File: src/rtl/pc_mac_swap.sv
// TX-path stage: swaps Ethernet DA/SA on packet start beats, drops orphan beats,
// counts forwarded packets and framing errors behind a 2-entry output buffer.
module pc_mac_swap #(
  parameter bit          ENABLE_SWAP = 1'b1,
  parameter int unsigned PKT_CNT_W   = 32,
  parameter int unsigned ERR_CNT_W   = 16
) (
  input  logic                 clk,
  input  logic                 arst_n,
  input  logic                 in_valid,
  input  logic                 in_sop,
  input  logic                 in_eop,
  input  logic [5:0]           in_empty,
  input  logic [511:0]         in_data,
  output logic                 in_ready,
  output logic                 out_valid,
  output logic                 out_sop,
  output logic                 out_eop,
  output logic [5:0]           out_empty,
  output logic [511:0]         out_data,
  input  logic                 out_ready,
  output logic [PKT_CNT_W-1:0] pkt_cnt,
  output logic [ERR_CNT_W-1:0] err_cnt
);

  localparam int unsigned DATA_W  = 512;
  localparam int unsigned EMPTY_W = 6;

  typedef enum logic {IDLE = 1'b0, IN_PKT = 1'b1} state_t;

  typedef struct packed {
    logic               sop;
    logic               eop;
    logic [EMPTY_W-1:0] empty;
    logic [DATA_W-1:0]  data;
  } beat_t;

  state_t state, state_nxt;
  logic   acc_c, pop_c, fwd_c, err_c;
  beat_t  in_beat_c;
  beat_t  head_q, tail_q, head_n, tail_n;
  logic   head_vld_q, tail_vld_q, head_vld_n, tail_vld_n;
  logic   rdy_q;

  assign in_ready  = rdy_q;
  assign out_valid = head_vld_q;
  assign out_sop   = head_q.sop;
  assign out_eop   = head_q.eop;
  assign out_empty = head_q.empty;
  assign out_data  = head_q.data;

  assign acc_c = in_valid & rdy_q;
  assign pop_c = head_vld_q & out_ready;

  // Framing FSM state register
  always_ff @(posedge clk or negedge arst_n) begin
    if (!arst_n) state <= IDLE;
    else         state <= state_nxt;
  end

  always_comb begin
    state_nxt = state;
    if (acc_c) begin
      case (state)
        IDLE:    if (in_sop) state_nxt = in_eop ? IDLE : IN_PKT;
        IN_PKT:  state_nxt = in_eop ? IDLE : IN_PKT;
        default: state_nxt = IDLE;
      endcase
    end
  end

  // A sop inside a packet truncates the previous one but still starts a new packet
  always_comb begin
    fwd_c = 1'b0;
    err_c = 1'b0;
    if (acc_c) begin
      case (state)
        IDLE: begin
          fwd_c = in_sop;
          err_c = ~in_sop;
        end
        IN_PKT: begin
          fwd_c = 1'b1;
          err_c = in_sop;
        end
        default: ;
      endcase
    end
  end

  always_comb begin
    in_beat_c.sop   = in_sop;
    in_beat_c.eop   = in_eop;
    in_beat_c.empty = in_empty;
    in_beat_c.data  = in_data;
    if (ENABLE_SWAP && in_sop) begin
      in_beat_c.data[511:464] = in_data[463:416];
      in_beat_c.data[463:416] = in_data[511:464];
    end
  end

  // Two-entry FIFO: head drives out_*, tail holds the beat behind it
  always_comb begin
    head_n     = head_q;
    tail_n     = tail_q;
    head_vld_n = head_vld_q;
    tail_vld_n = tail_vld_q;
    if (pop_c) begin
      head_n     = tail_q;
      head_vld_n = tail_vld_q;
      tail_vld_n = 1'b0;
    end
    if (fwd_c) begin
      if (!head_vld_n) begin
        head_n     = in_beat_c;
        head_vld_n = 1'b1;
      end else begin
        tail_n     = in_beat_c;
        tail_vld_n = 1'b1;
      end
    end
  end

  always_ff @(posedge clk or negedge arst_n) begin
    if (!arst_n) begin
      head_q     <= '0;
      tail_q     <= '0;
      head_vld_q <= 1'b0;
      tail_vld_q <= 1'b0;
      rdy_q      <= 1'b0;
    end else begin
      head_q     <= head_n;
      tail_q     <= tail_n;
      head_vld_q <= head_vld_n;
      tail_vld_q <= tail_vld_n;
      rdy_q      <= ~(head_vld_n & tail_vld_n);
    end
  end

  always_ff @(posedge clk or negedge arst_n) begin
    if (!arst_n) begin
      pkt_cnt <= '0;
      err_cnt <= '0;
    end else begin
      if (pop_c && head_q.eop) pkt_cnt <= pkt_cnt + PKT_CNT_W'(1);
      if (err_c && (err_cnt != {ERR_CNT_W{1'b1}})) err_cnt <= err_cnt + ERR_CNT_W'(1);
    end
  end

endmodule

File: config.mk
export PLATFORM = sky130hd
export DESIGN_NAME = pc_mac_swap
export DESIGN_NICKNAME = d
export VERILOG_FILES = /design/src/rtl/pc_mac_swap.sv
export SDC_FILE = /design/constraint.sdc
export NUM_CORES = 2
export LEC_CHECK = 0
export CORE_AREA = 2 2 424 426
export DETAILED_ROUTE_END_ITERATION = 10
export DIE_AREA = 0 0 426 428
export DONT_BUFFER_PORTS = 1
export PLACE_DENSITY = 0.41
export SKIP_CTS_REPAIR_TIMING = 1
export SLEW_MARGIN = 20
export SYNTH_ARGS = -nofsm -noshare
export SYNTH_HDL_FRONTEND = slang
export SYNTH_SLANG_ARGS = --single-unit
File: constraint.sdc
create_clock -name clk -period 2.65 [get_ports clk]
set_input_delay 0.53 -clock clk [delete_from_list [all_inputs] [get_ports clk]]
set_output_delay 0.53 -clock clk [all_outputs]
set_load 0.005 [all_outputs]
# Word level (Yosys, flattened, before mapping)
# Cells that the tools add are included.
# classes
addsub	2
n_eq_ne	1
mux	16
bitwise	6
n_reduce_logical	3
# op_table
operator	count
$mux 520	3
$mux 96	1
$add 32x1->32 const B	1
$add 16x1->16 const B	1
$ne 16x16->1 const B	1
$mux 1	9
$pmux 1 s2	3
$and 1x1->1	3
$not 1->1	3
$logic_and 1x1->1	2
$reduce_and 2->1	1
# word_totals
register_bits	1092
out_inout_bits	570

# Logic depth before layout (Yosys ltp)
# depth
word_depth	6
mapped_depth	10

# Worst setup path before layout
# Ideal clock, no wire load.
# synth_path
path_kind	input port to flip-flop
start	input port in_sop
end	register err_cnt[15]
setup_ns	0.123
arrival_ns	2.616
setup_slack_ns	-0.089
stages	8
path_buffers	2
path_cell_list	clkbuf_1 buf_1 inv_1 ha_1 nand3b_1 nor4_1 nand4_1 xnor2_1
# synth_between
elab_chain_len	4
# synth_rtl
element	line	source
start: declaration	11	input logic in_sop,
$not 1->1	80	err_c = ~in_sop;
$pmux 1 s2 *	77	case (state)
$mux 1 *	76	if (acc_c) begin
$logic_and 1x1->1 *	146	if (err_c && (err_cnt != {ERR_CNT_W{1'b1}})) err_cnt <= err_cnt + ERR_CNT_W'(1);
end signal: assignment	146	
end: declaration	23	output logic [ERR_CNT_W-1:0] err_cnt
# Mark *: on every way between the ends. The rest lies on a longest branch, timed or not.
# A chain may end at the register's enable or synchronous reset.

==> run metrics <==
Worst-Skew Late Latency=0.80 ns; filler cell count=17,774; setup slack after layout=0.418 ns; Worst Clk Skew=0.0427 ns; Final Hold Viols=364; Post-synth EDFFs=0; number of global-route vias before repair=28,966; flop2flop setup slack=0.42 ns; Post-DP HPWL=110,000 um; DRC=0; Worst Path Arrival=2.86 ns; Worst Max-Slew Pin Slew=1.01 ns; Critical Path Fanout Max=53; status=finished with violations; Synthesized Nets=4,321; grt total ovfl=0; average wire per standard cell=23.2 um; CP Launch Type=flop; clk sinks=1,092; reg2reg path depth=5; Max Root-Sink Buffers=3; Hold WS=-0.550 ns; synth warn=0; root cell of the clock tree=clkbuf_16; Synth Register Bits=1,092; Reg clk slew, reported paths=0.06 ns; WP data required=3.28 ns; drt total wl=158,000 um; largest net degree at the start of global routing=171; CTS tree=yes; Layout Cells excl Fill=6,792; delay-heaviest family, CP=buffers and inverters; quantity of I/O buffers inserted on ports=0; Initial Util=26.0%; share of cells above drive strength 1=16.8%; Final ANT Viol Nets=0; sequential fraction of the synthesis area=59.2%; initial detailed-routing violation count=1,931; fin nets=4,848; slew margin rel.=32.7%; most common cell in the netlist=dfrtp_1; CP max stage delay=0.53 ns; Worst Path Class, Setup=reg -> reg; Netlist cell types=40; CP Cell Sequence=nand2_1, a211oi_4, buf_12, buf_4, o21ai_0; Place WS=-0.0739 ns; RR Startpoint=in_ready; first-pass GRT wire length=222,000 um; Cell Area, Synth=46,100 sq um; slowest CP cell=dfrtp_1; cell count after synthesis=3,794; vias per cell=4.63; Final period util=84.2%; row count=155; worst flop-to-flop path endpoint=out_data[341]; Die Y=428 um; Worst setup EP type=flop; worst hold path class=in -> async; synthesized area per cell=12.2 sq um; TritonCTS Buffers=134; Synth top cells by count=dfrtp_1, mux2i_1, nand2_1; Total Routing Usage GR=16.5%; dpl cells=5,979; Tmin final=2.23 ns; leading post-synthesis cells by cell area=dfrtp_1, mux2i_1, mux2_2, o21ai_0, nand2_1; initial antenna violation count=22; RSZ-0062 raised after global routing=no; Vias=31,436; Die ar.=182,000 sq um; max-cap violation count=0; pwr/cell area=1170 nW/um^2; synthesis-to-layout area growth=28.4%; Max VDD drop=574 uV; DIE WIDTH=426 um; Yosys top cell area share=59.2%; RD Place Congestion=0.834; Ports=1,094; Leak=26.3 nW; H-tree Lvls=4; final setup fails=0; violated checks=hold timing; asr flop ratio synth=100%; dominant synthesized flop cell=dfrtp_1; Worst Path Buf+Inv=2; Final Slew Violations=0; f_max=0.448 GHz; Pre-antenna DRT Iters=5; core area=178,000 sq um; area leader, netlist=dfrtp_1
-- registers in the layout, indices dropped and copies added (netlist names) --
signal	cells
tail_q	520
out_data	512
pkt_cnt	32
err_cnt	16
out_empty	6
in_ready	1
out_eop	1
out_sop	1
out_valid	1
state	1
tail_vld_q	1
-- layer usage --
layer	vias to the layer above	wire [um]	track usage [%]
li1	14476	-	-
met1	15803	62200	18.7
met2	898	77800	27.8
met3	253	14100	7.83
met4	6	3620	4.07
met5	-	41	0
-- stage by stage --
stage / util (%) / total power [W] / instance area (sq um) / hold WS (ns) / setup TNS (ns)
finish: 33.3 / 0.0692 / 59200 / -0.550 / 0
global route: 33.3 / 0.0738 / 59200 / -0.630 / 0
global placement: 27.5 / 0.0494 / 48900 / 0.266 / 0
CTS: 30.1 / 0.0693 / 53600 / -0.664 / 0
detailed placement: 27.6 / 0.0503 / 49100 / 0.237 / -7.33
floorplan: - / 0.0428 / 46100 / 0.234 / 0
-- kinds of logic (layout without fill, tap and decap cells) --
kind of cell / after synthesis / after routing / share of synthesized area [%]
buffers and inverters: 277 / 902 / 3.01
multiplexers: 946 / 946 / 21.7
other: 0 / 18 / 0
adder cells (fa/ha/maj): 3 / 3 / 0.0814
XOR/XNOR: 45 / 45 / 0.854
AND/OR/NAND/NOR: 712 / 712 / 6.80
flip-flops: 1092 / 1092 / 59.2
AO/OA/AOI/OAI: 719 / 719 / 8.36
-- worst max path at each step --
stage	endpoint	cells after the start	start	slack, ns
6_report	out_data[341]	5	in_ready	0.42
5_1_grt	out_data[341]	5	in_ready	0.20
4_1_cts	out_data[341]	5	in_ready	0.32
3_5_place_dp	tail_q[135]	3	arst_n	-0.07
3_3_place_gp	tail_q[44]	7	in_sop	0.22
2_1_floorplan	err_cnt[15]	8	in_sop	0.07
-- cells in the final DEF, fill, tap and decap left out, drive strengths merged --
| cell type | Yosys | routed |
|---|---|---|
| xor2 | 14 | 14 |
| dlygate4sd3 | 0 | 560 |
| mux2i | 520 | 520 |
| nor3b | 1 | 1 |
| a31oi | 2 | 2 |
| clkinv | 0 | 21 |
| a211oi | 97 | 97 |
| nor4 | 8 | 8 |
| ha | 3 | 3 |
| nor3 | 6 | 6 |
| a21o | 1 | 1 |
| nor2b | 1 | 1 |
| and3b | 1 | 1 |
| a21oi | 192 | 192 |
| buf | 185 | 104 |
| clkinvlp | 0 | 2 |
| xnor2 | 31 | 31 |
| o22ai | 1 | 1 |
| o21ai | 424 | 424 |
| nand2b | 1 | 1 |
| inv | 4 | 9 |
| nor2 | 104 | 104 |
| nand2 | 443 | 443 |
| nand4 | 15 | 15 |
| and3 | 106 | 106 |
| nand3 | 20 | 20 |
| diode | 0 | 18 |
| o21a | 1 | 1 |
| or3 | 3 | 3 |
| nand3b | 1 | 1 |
| and4 | 2 | 2 |
| clkbuf | 88 | 201 |
| mux2 | 426 | 426 |
| o2111ai | 1 | 1 |
| bufinv | 0 | 5 |
| dfrtp | 1092 | 1092 |
-- worst register-to-register path, stage by stage, from the launching register on --
cell and delay [ns]:
dfrtp_1 0.53, nand2_1 0.24, a211oi_4 0.40, buf_12 0.23, buf_4 0.47, o21ai_0 0.24
-- final cells by class --
| cell class | instances | area [sq um] | share of cell area (%) |
|---|---|---|---|
| timing repair buffer | 664 | 7010 | 11.8 |
| antenna | 18 | 45.0 | 0.0760 |
| sequential | 1092 | 27300 | 46.1 |
| multi-input combinational | 2425 | 17400 | 29.4 |
| clock buffer | 201 | 3990 | 6.73 |
| tap | 2355 | 2950 | 4.97 |
| clock inverter | 33 | 454 | 0.767 |
| inverter | 4 | 15.0 | 0.0253 |
-- where the power goes --
group          switching (W)  total, W  internal (W)
registers            0.00768    0.0326        0.0249
clock network        0.00766    0.0186        0.0109
logic                0.00870    0.0180       0.00929
Power figures use the tool's default switching activity.
